--- config.mk ---
export PLATFORM = sky130hd
export DESIGN_NAME = bstr_tx_sequencer
export DESIGN_NICKNAME = d
export VERILOG_FILES = /design/src/rtl/bstr_tx_sequencer.sv
export SDC_FILE = /design/constraint.sdc
export NUM_CORES = 1
export LEC_CHECK = 0
export ABC_AREA = 1
export CAP_MARGIN = 20
export CORE_ASPECT_RATIO = 2
export CORE_MARGIN = 1.5
export CORE_UTILIZATION = 45
export DETAILED_ROUTE_END_ITERATION = 8
export PLACE_DENSITY = 0.71
export REMOVE_ABC_BUFFERS = 1
export SETUP_SLACK_MARGIN = 0.5
export SLEW_MARGIN = 15
export SYNTH_ARGS = -nofsm -noshare
export SYNTH_HDL_FRONTEND = slang
export SYNTH_SLANG_ARGS = --single-unit
--- constraint.sdc ---
create_clock -name clk -period 1.7 [get_ports clk]
set_clock_uncertainty 0.1 [all_clocks]
set_input_delay 0.425 -clock clk [delete_from_list [all_inputs] [get_ports clk]]
set_output_delay 0.425 -clock clk [all_outputs]
set_load 0.02 [all_outputs]
--- src/rtl/bstr_tx_sequencer.sv ---
// Transmit sequencer: SYNC, PID, byte-streamed payload and optional CRC16 (BSTR_SEQ_CRC16_EN),
// serialised LSB first into the bit stuffer with stall and underflow handling.
module bstr_tx_sequencer #(
    parameter int LEN_W = 7
) (
    input  logic             clk,
    input  logic             rst_b,
    input  logic             pkt_start,
    input  logic [3:0]       pkt_pid,
    input  logic [LEN_W-1:0] pkt_len,
    input  logic             pkt_crc,
    input  logic [7:0]       byte_data,
    input  logic             byte_valid,
    output logic             byte_ready,
    input  logic             stuff_hold,
    output logic             bstr_out,
    output logic             bstr_out_ready,
    output logic             stuff_en,
    output logic             eop,
    output logic             busy
);

    typedef enum logic [2:0] {
        S_IDLE,
        S_SYNC,
        S_PID,
        S_DATA,
        S_CRC,
        S_EOP
    } state_t;

    // r_state names the bit to be emitted on the next edge; outputs show the one emitted last.
    state_t           r_state;
    logic [3:0]       r_bit_cnt;
    logic [7:0]       r_pid_byte;
    logic [LEN_W-1:0] r_bytes_left;
    logic [7:0]       r_shift;
    logic             r_shift_full;
    logic             r_bstr_out;
    logic             r_bstr_out_ready;
    logic             r_stuff_en;
    logic             r_eop;
    logic             r_busy;

    logic             w_hold;
    logic             w_bytes_remain;
    logic             w_take_byte;
    logic             w_bit_adv;
    logic             w_data_bit;
    state_t           w_post_payload;

    assign w_hold         = (r_state != S_IDLE) && stuff_hold;
    assign w_bytes_remain = (r_bytes_left != '0);
    assign byte_ready     = !stuff_hold && w_bytes_remain && (r_state == S_DATA) && !r_shift_full;
    assign w_take_byte    = byte_ready && byte_valid;
    assign w_bit_adv      = (r_state == S_DATA) && !stuff_hold && (r_shift_full || w_take_byte);
    assign w_data_bit     = r_shift_full ? r_shift[0] : byte_data[0];

`ifdef BSTR_SEQ_CRC16_EN
    logic        r_crc_req;
    logic [15:0] r_crc;
    logic        w_crc_bit;

    function automatic logic [15:0] f_crc_step(input logic [15:0] crc, input logic din);
        logic fb;
        fb = din ^ crc[15];
        return {crc[14:0], 1'b0} ^ (fb ? 16'h8005 : 16'h0000);
    endfunction

    always_ff @(posedge clk or negedge rst_b) begin
        if (!rst_b) begin
            r_crc_req <= 1'b0;
            r_crc     <= 16'hFFFF;
        end else if (r_state == S_IDLE && pkt_start) begin
            r_crc_req <= pkt_crc;
            r_crc     <= 16'hFFFF;
        end else if (w_bit_adv) begin
            r_crc <= f_crc_step(r_crc, w_data_bit);
        end
    end

    assign w_post_payload = r_crc_req ? S_CRC : S_EOP;
    assign w_crc_bit      = ~r_crc[4'd15 - r_bit_cnt];
`else
    logic w_unused_crc;
    assign w_unused_crc   = pkt_crc;
    assign w_post_payload = S_EOP;
`endif

    always_ff @(posedge clk or negedge rst_b) begin
        if (!rst_b) begin
            r_state          <= S_IDLE;
            r_bit_cnt        <= '0;
            r_pid_byte       <= '0;
            r_bytes_left     <= '0;
            r_shift          <= '0;
            r_shift_full     <= 1'b0;
            r_bstr_out       <= 1'b0;
            r_bstr_out_ready <= 1'b0;
            r_stuff_en       <= 1'b0;
            r_eop            <= 1'b0;
            r_busy           <= 1'b0;
        end else if (!w_hold) begin
            case (r_state)
                S_IDLE: begin
                    r_bstr_out_ready <= 1'b0;
                    r_stuff_en       <= 1'b0;
                    r_eop            <= 1'b0;
                    r_busy           <= pkt_start;
                    if (pkt_start) begin
                        r_state      <= S_SYNC;
                        r_bit_cnt    <= '0;
                        r_pid_byte   <= {~pkt_pid, pkt_pid};
                        r_bytes_left <= pkt_len;
                        r_shift_full <= 1'b0;
                    end
                end
                S_SYNC: begin
                    r_bstr_out       <= (r_bit_cnt == 4'd7);
                    r_bstr_out_ready <= 1'b1;
                    r_stuff_en       <= 1'b0;
                    if (r_bit_cnt == 4'd7) begin
                        r_bit_cnt <= '0;
                        r_state   <= S_PID;
                    end else begin
                        r_bit_cnt <= r_bit_cnt + 4'd1;
                    end
                end
                S_PID: begin
                    r_bstr_out       <= r_pid_byte[r_bit_cnt[2:0]];
                    r_bstr_out_ready <= 1'b1;
                    r_stuff_en       <= 1'b1;
                    if (r_bit_cnt == 4'd7) begin
                        r_bit_cnt <= '0;
                        r_state   <= w_bytes_remain ? S_DATA : w_post_payload;
                    end else begin
                        r_bit_cnt <= r_bit_cnt + 4'd1;
                    end
                end
                S_DATA: begin
                    r_stuff_en       <= 1'b1;
                    r_bstr_out_ready <= w_bit_adv;
                    // A byte taken while the register is empty goes straight out as bit 0.
                    if (w_take_byte) begin
                        r_bstr_out   <= byte_data[0];
                        r_shift      <= {1'b0, byte_data[7:1]};
                        r_shift_full <= 1'b1;
                        r_bit_cnt    <= 4'd1;
                        r_bytes_left <= r_bytes_left - LEN_W'(1);
                    end else if (r_shift_full) begin
                        r_bstr_out <= r_shift[0];
                        r_shift    <= {1'b0, r_shift[7:1]};
                        if (r_bit_cnt == 4'd7) begin
                            r_shift_full <= 1'b0;
                            r_bit_cnt    <= '0;
                            if (!w_bytes_remain) begin
                                r_state <= w_post_payload;
                            end
                        end else begin
                            r_bit_cnt <= r_bit_cnt + 4'd1;
                        end
                    end
                end
`ifdef BSTR_SEQ_CRC16_EN
                S_CRC: begin
                    r_bstr_out       <= w_crc_bit;
                    r_bstr_out_ready <= 1'b1;
                    r_stuff_en       <= 1'b1;
                    if (r_bit_cnt == 4'd15) begin
                        r_bit_cnt <= '0;
                        r_state   <= S_EOP;
                    end else begin
                        r_bit_cnt <= r_bit_cnt + 4'd1;
                    end
                end
`endif
                S_EOP: begin
                    r_bstr_out_ready <= 1'b0;
                    r_stuff_en       <= 1'b0;
                    r_eop            <= 1'b1;
                    r_state          <= S_IDLE;
                end
                default: begin
                    r_bstr_out_ready <= 1'b0;
                    r_stuff_en       <= 1'b0;
                    r_eop            <= 1'b0;
                    r_busy           <= 1'b0;
                    r_state          <= S_IDLE;
                end
            endcase
        end
    end

    assign bstr_out       = r_bstr_out;
    assign bstr_out_ready = r_bstr_out_ready;
    assign stuff_en       = r_stuff_en;
    assign eop            = r_eop;
    assign busy           = r_busy;

endmodule
==> key figures <==
Route
  • Vias: 2,176
  • Wire length per cell: 15.6 µm
  • Vias per inst: 5.27
  • Pre-antenna DRT Iters: 4
  • Iter 0 DRT Violations: 66
  • Final wirelength: 6.45 mm
  • DR DRC count: 0
  • Number of nets still failing antenna checks after routing: 0

Worst hold path
  • Worst Hold Class: flip-flop to flip-flop
  • HP Start: r_shift[2]
  • Hold Path Depth: 2

Outcome
  • Run status: finished with violations
  • Failing checks: negative setup slack

Synthesis
  • Synth top area share: 0.435
  • Cell taking the most area after synthesis: dfrtp_1
  • Syn Area/Cell: 7.54 µm²
  • #FFs+latches synth: 35
  • Mapped Cells: 267
  • Syn Std Cell Area: 0.00201 mm²
  • Ys Warns: 0
  • Top cells by area, synth: dfrtp_1 43%, nand2_1 19%, nand3_1 6.0%
  • Register area share after synthesis: 0.435
  • Post-synth cell types: 34

Timing
  • Fin. Hold Viols: 0
  • Final setup viols: 10
  • TNS Setup: -385 ps
  • Achievable frequency: 0.544 GHz
  • WHS: 387 ps
  • Slew Limit Fails: 0
  • Slew margin rel.: 0.796
  • RSZ-0062 raised after global routing: true
  • Final period util: 1.08
  • Final min period: 1840 ps
  • Final WS setup: -137 ps
  • Transition time at the pin with the least slew margin: 307 ps

Finish
  • Commonest non-fill, non-tap cells in the layout: 84 x nand2_1, 35 x dfrtp_1, 35 x buf_4
  • Layout Nets: 385
  • Final cell utilization of the core: 0.748
  • Commonest non-fill, non-tap cell in the layout: nand2_1
  • Antenna Cells: 0
  • Area grow syn2layout: 61.1%
  • Fin area: 0.00325 mm²
  • Layout cells sized above 1: 0.398
  • Post-route insts no fill: 413

Critical path
  • Startpoint types: flip-flop
  • Crit. End Element: output port
  • Crit Path Max Fanout: 2
  • FF-to-FF path depth: 12
  • CP max stage cell: dfrtp_1
  • Worst-path cell chain: nand2_2 -> nor2_4 -> nand3_4 -> a21oi_4 -> buf_6
  • WP data required: 1170 ps
  • Worst reg2reg path startpoint: r_bytes_left[4]
  • Crit path arrival time: 1310 ps
  • Setup Crit Path Kind: flip-flop to output port
  • Crit. Startpoint: r_state[0]
  • Critical Path Max Stage Delay: 390 ps

CTS
  • Root buffer cell: clkbuf_8
  • TritonCTS clock tree: built
  • Hold Buf Count CTS: 0
  • Worst-Skew Late Latency: 290 ps
  • Worst-path clk slew: 70 ps
  • Clock sinks: 35
  • Clock Path Buffers: 2
  • Depth of the CTS H-tree: 2
  • CTS Buf Count: 5

Global routing
  • First-pass GRT wire length: 9.29 mm
  • Vias in the first global route: 2,186
  • Antenna violations before repair: 0
  • Largest net degree at the start of global routing: 36
  • Total Routing Usage GR: 0.243
  • Total grt overflow: 0

Floorplan
  • Initial Util: 0.464
  • Height of the die: 97.6 µm
  • Die area: 0.00491 mm²
  • Core area: 0.00434 mm²
  • Die X: 50.3 µm
  • Core Rows: 34
  • Top Ports: 31

Power and ir drop
  • Pwr Total: 5.34 mW
  • Peak supply drop: 1260 µV
  • Leakage: 1.63 nW
  • Pwr per Cell Area: 1650 mW/mm²

Placement
  • GPL Wtd Cong: 0.846
  • Placed cell count: 386
  • Post-DP Area: 0.00265 mm²
  • Detailed Place HPWL: 3.74 mm
  • Pre-CTS setup slack: -672 ps
  • Port buffer count: 29

Run
  • Max-cap violations: 0
cells by family (layout without fill, tap and decap cells):
| logic type | Yosys count | count (layout) | synth area share |
|---|---|---|---|
| AND/OR/NAND/NOR | 165 | 166 | 0.376 |
| flip-flops | 35 | 35 | 0.435 |
| buffers and inverters | 34 | 125 | 0.0751 |
| AO/OA/AOI/OAI | 29 | 29 | 0.0919 |
| adder cells (fa/ha/maj) | 2 | 2 | 0.0124 |
| XOR/XNOR | 1 | 1 | 0.00435 |
| multiplexers | 1 | 1 | 0.00497 |
sequential cells by signal (all words and copies together), names as in the netlist:
name	flops
bstr_out	1
eop	1
r_shift_full	1
r_bytes_left	7
r_shift	7
busy	1
r_pid_byte	8
r_bit_cnt	4
r_state	3
bstr_out_ready	1
stuff_en	1
synthesized netlist by cell type:
| library cell | n |
|---|---|
| nand2_1 | 101 |
| dfrtp_1 | 35 |
| inv_1 | 25 |
| nand3_1 | 24 |
| nor2_1 | 18 |
| o21ai_0 | 12 |
| nand2_2 | 6 |
| o21a_1 | 5 |
| buf_6 | 3 |
| inv_2 | 3 |
| nand4_1 | 3 |
| o21ai_1 | 3 |
| a21oi_1 | 2 |
| a21oi_2 | 2 |
| ha_1 | 2 |
| nand2_4 | 2 |
| nand3_2 | 2 |
| nor2_2 | 2 |
| nor2_4 | 2 |
| a21oi_4 | 1 |
| a31oi_1 | 1 |
| buf_2 | 1 |
| clkbuf_1 | 1 |
| clkinv_1 | 1 |
| mux2i_1 | 1 |
| nand2_8 | 1 |
| nand3b_1 | 1 |
| nor3_1 | 1 |
| nor3b_4 | 1 |
| o21ai_2 | 1 |
| o22ai_1 | 1 |
| o31ai_1 | 1 |
| or2_2 | 1 |
| xor2_1 | 1 |
where the power goes:
group | internal [mW] | switching, mW | total (mW)
registers | 1.14 | 0.231 | 1.37
logic | 1.57 | 1.81 | 3.38
clock network | 0.288 | 0.299 | 0.586
total | 3.00 | 2.34 | 5.34
final timing paths:
kind | endpoint | slack (ps)
setup / recovery | byte_ready | -140
hold / removal | r_shift[2] | 390
setup reg to reg | bstr_out | -60
hold reg to reg | r_shift[2] | 390
max in group asynchronous | r_pid_byte[7] | 920
min in group asynchronous | r_shift[2] | 410
worst max-delay path: cells and delay by family (launching register included):
family	cells	cell delay (ps)
DFF	1	390
and+or+nand+nor	3	340
AOI/OAI and AO/OA	1	150
buffers and inverters	1	140
layout make-up:
cell class / instances / area [µm²]
flip-flops and latches: 35 / 876
multi-input cells: 199 / 1250
well taps: 54 / 67.6
inverters: 29 / 128
repair buffers: 88 / 838
fillers: 320 / 1090
clock inverters: 1 / 5.00
clock buffers: 7 / 76.3
repair_timing:
item	CTS	global route
resized for setup	103	39
hold endpoints to repair	0	0
gates cloned	1	0
buffers inserted	10	8
setup endpoints to repair	41	41
pin swaps	12	21
metal layers:
metal / track usage / vias up / share of wire
met5: 0 / - / 0
met4: 0.131 / 0 / 0.048
met3: 0.0431 / 26 / 0.026
met2: 0.463 / 64 / 0.58
met1: 0.231 / 1056 / 0.34
li1: - / 1030 / -
(Power assumes the default switching activity.)
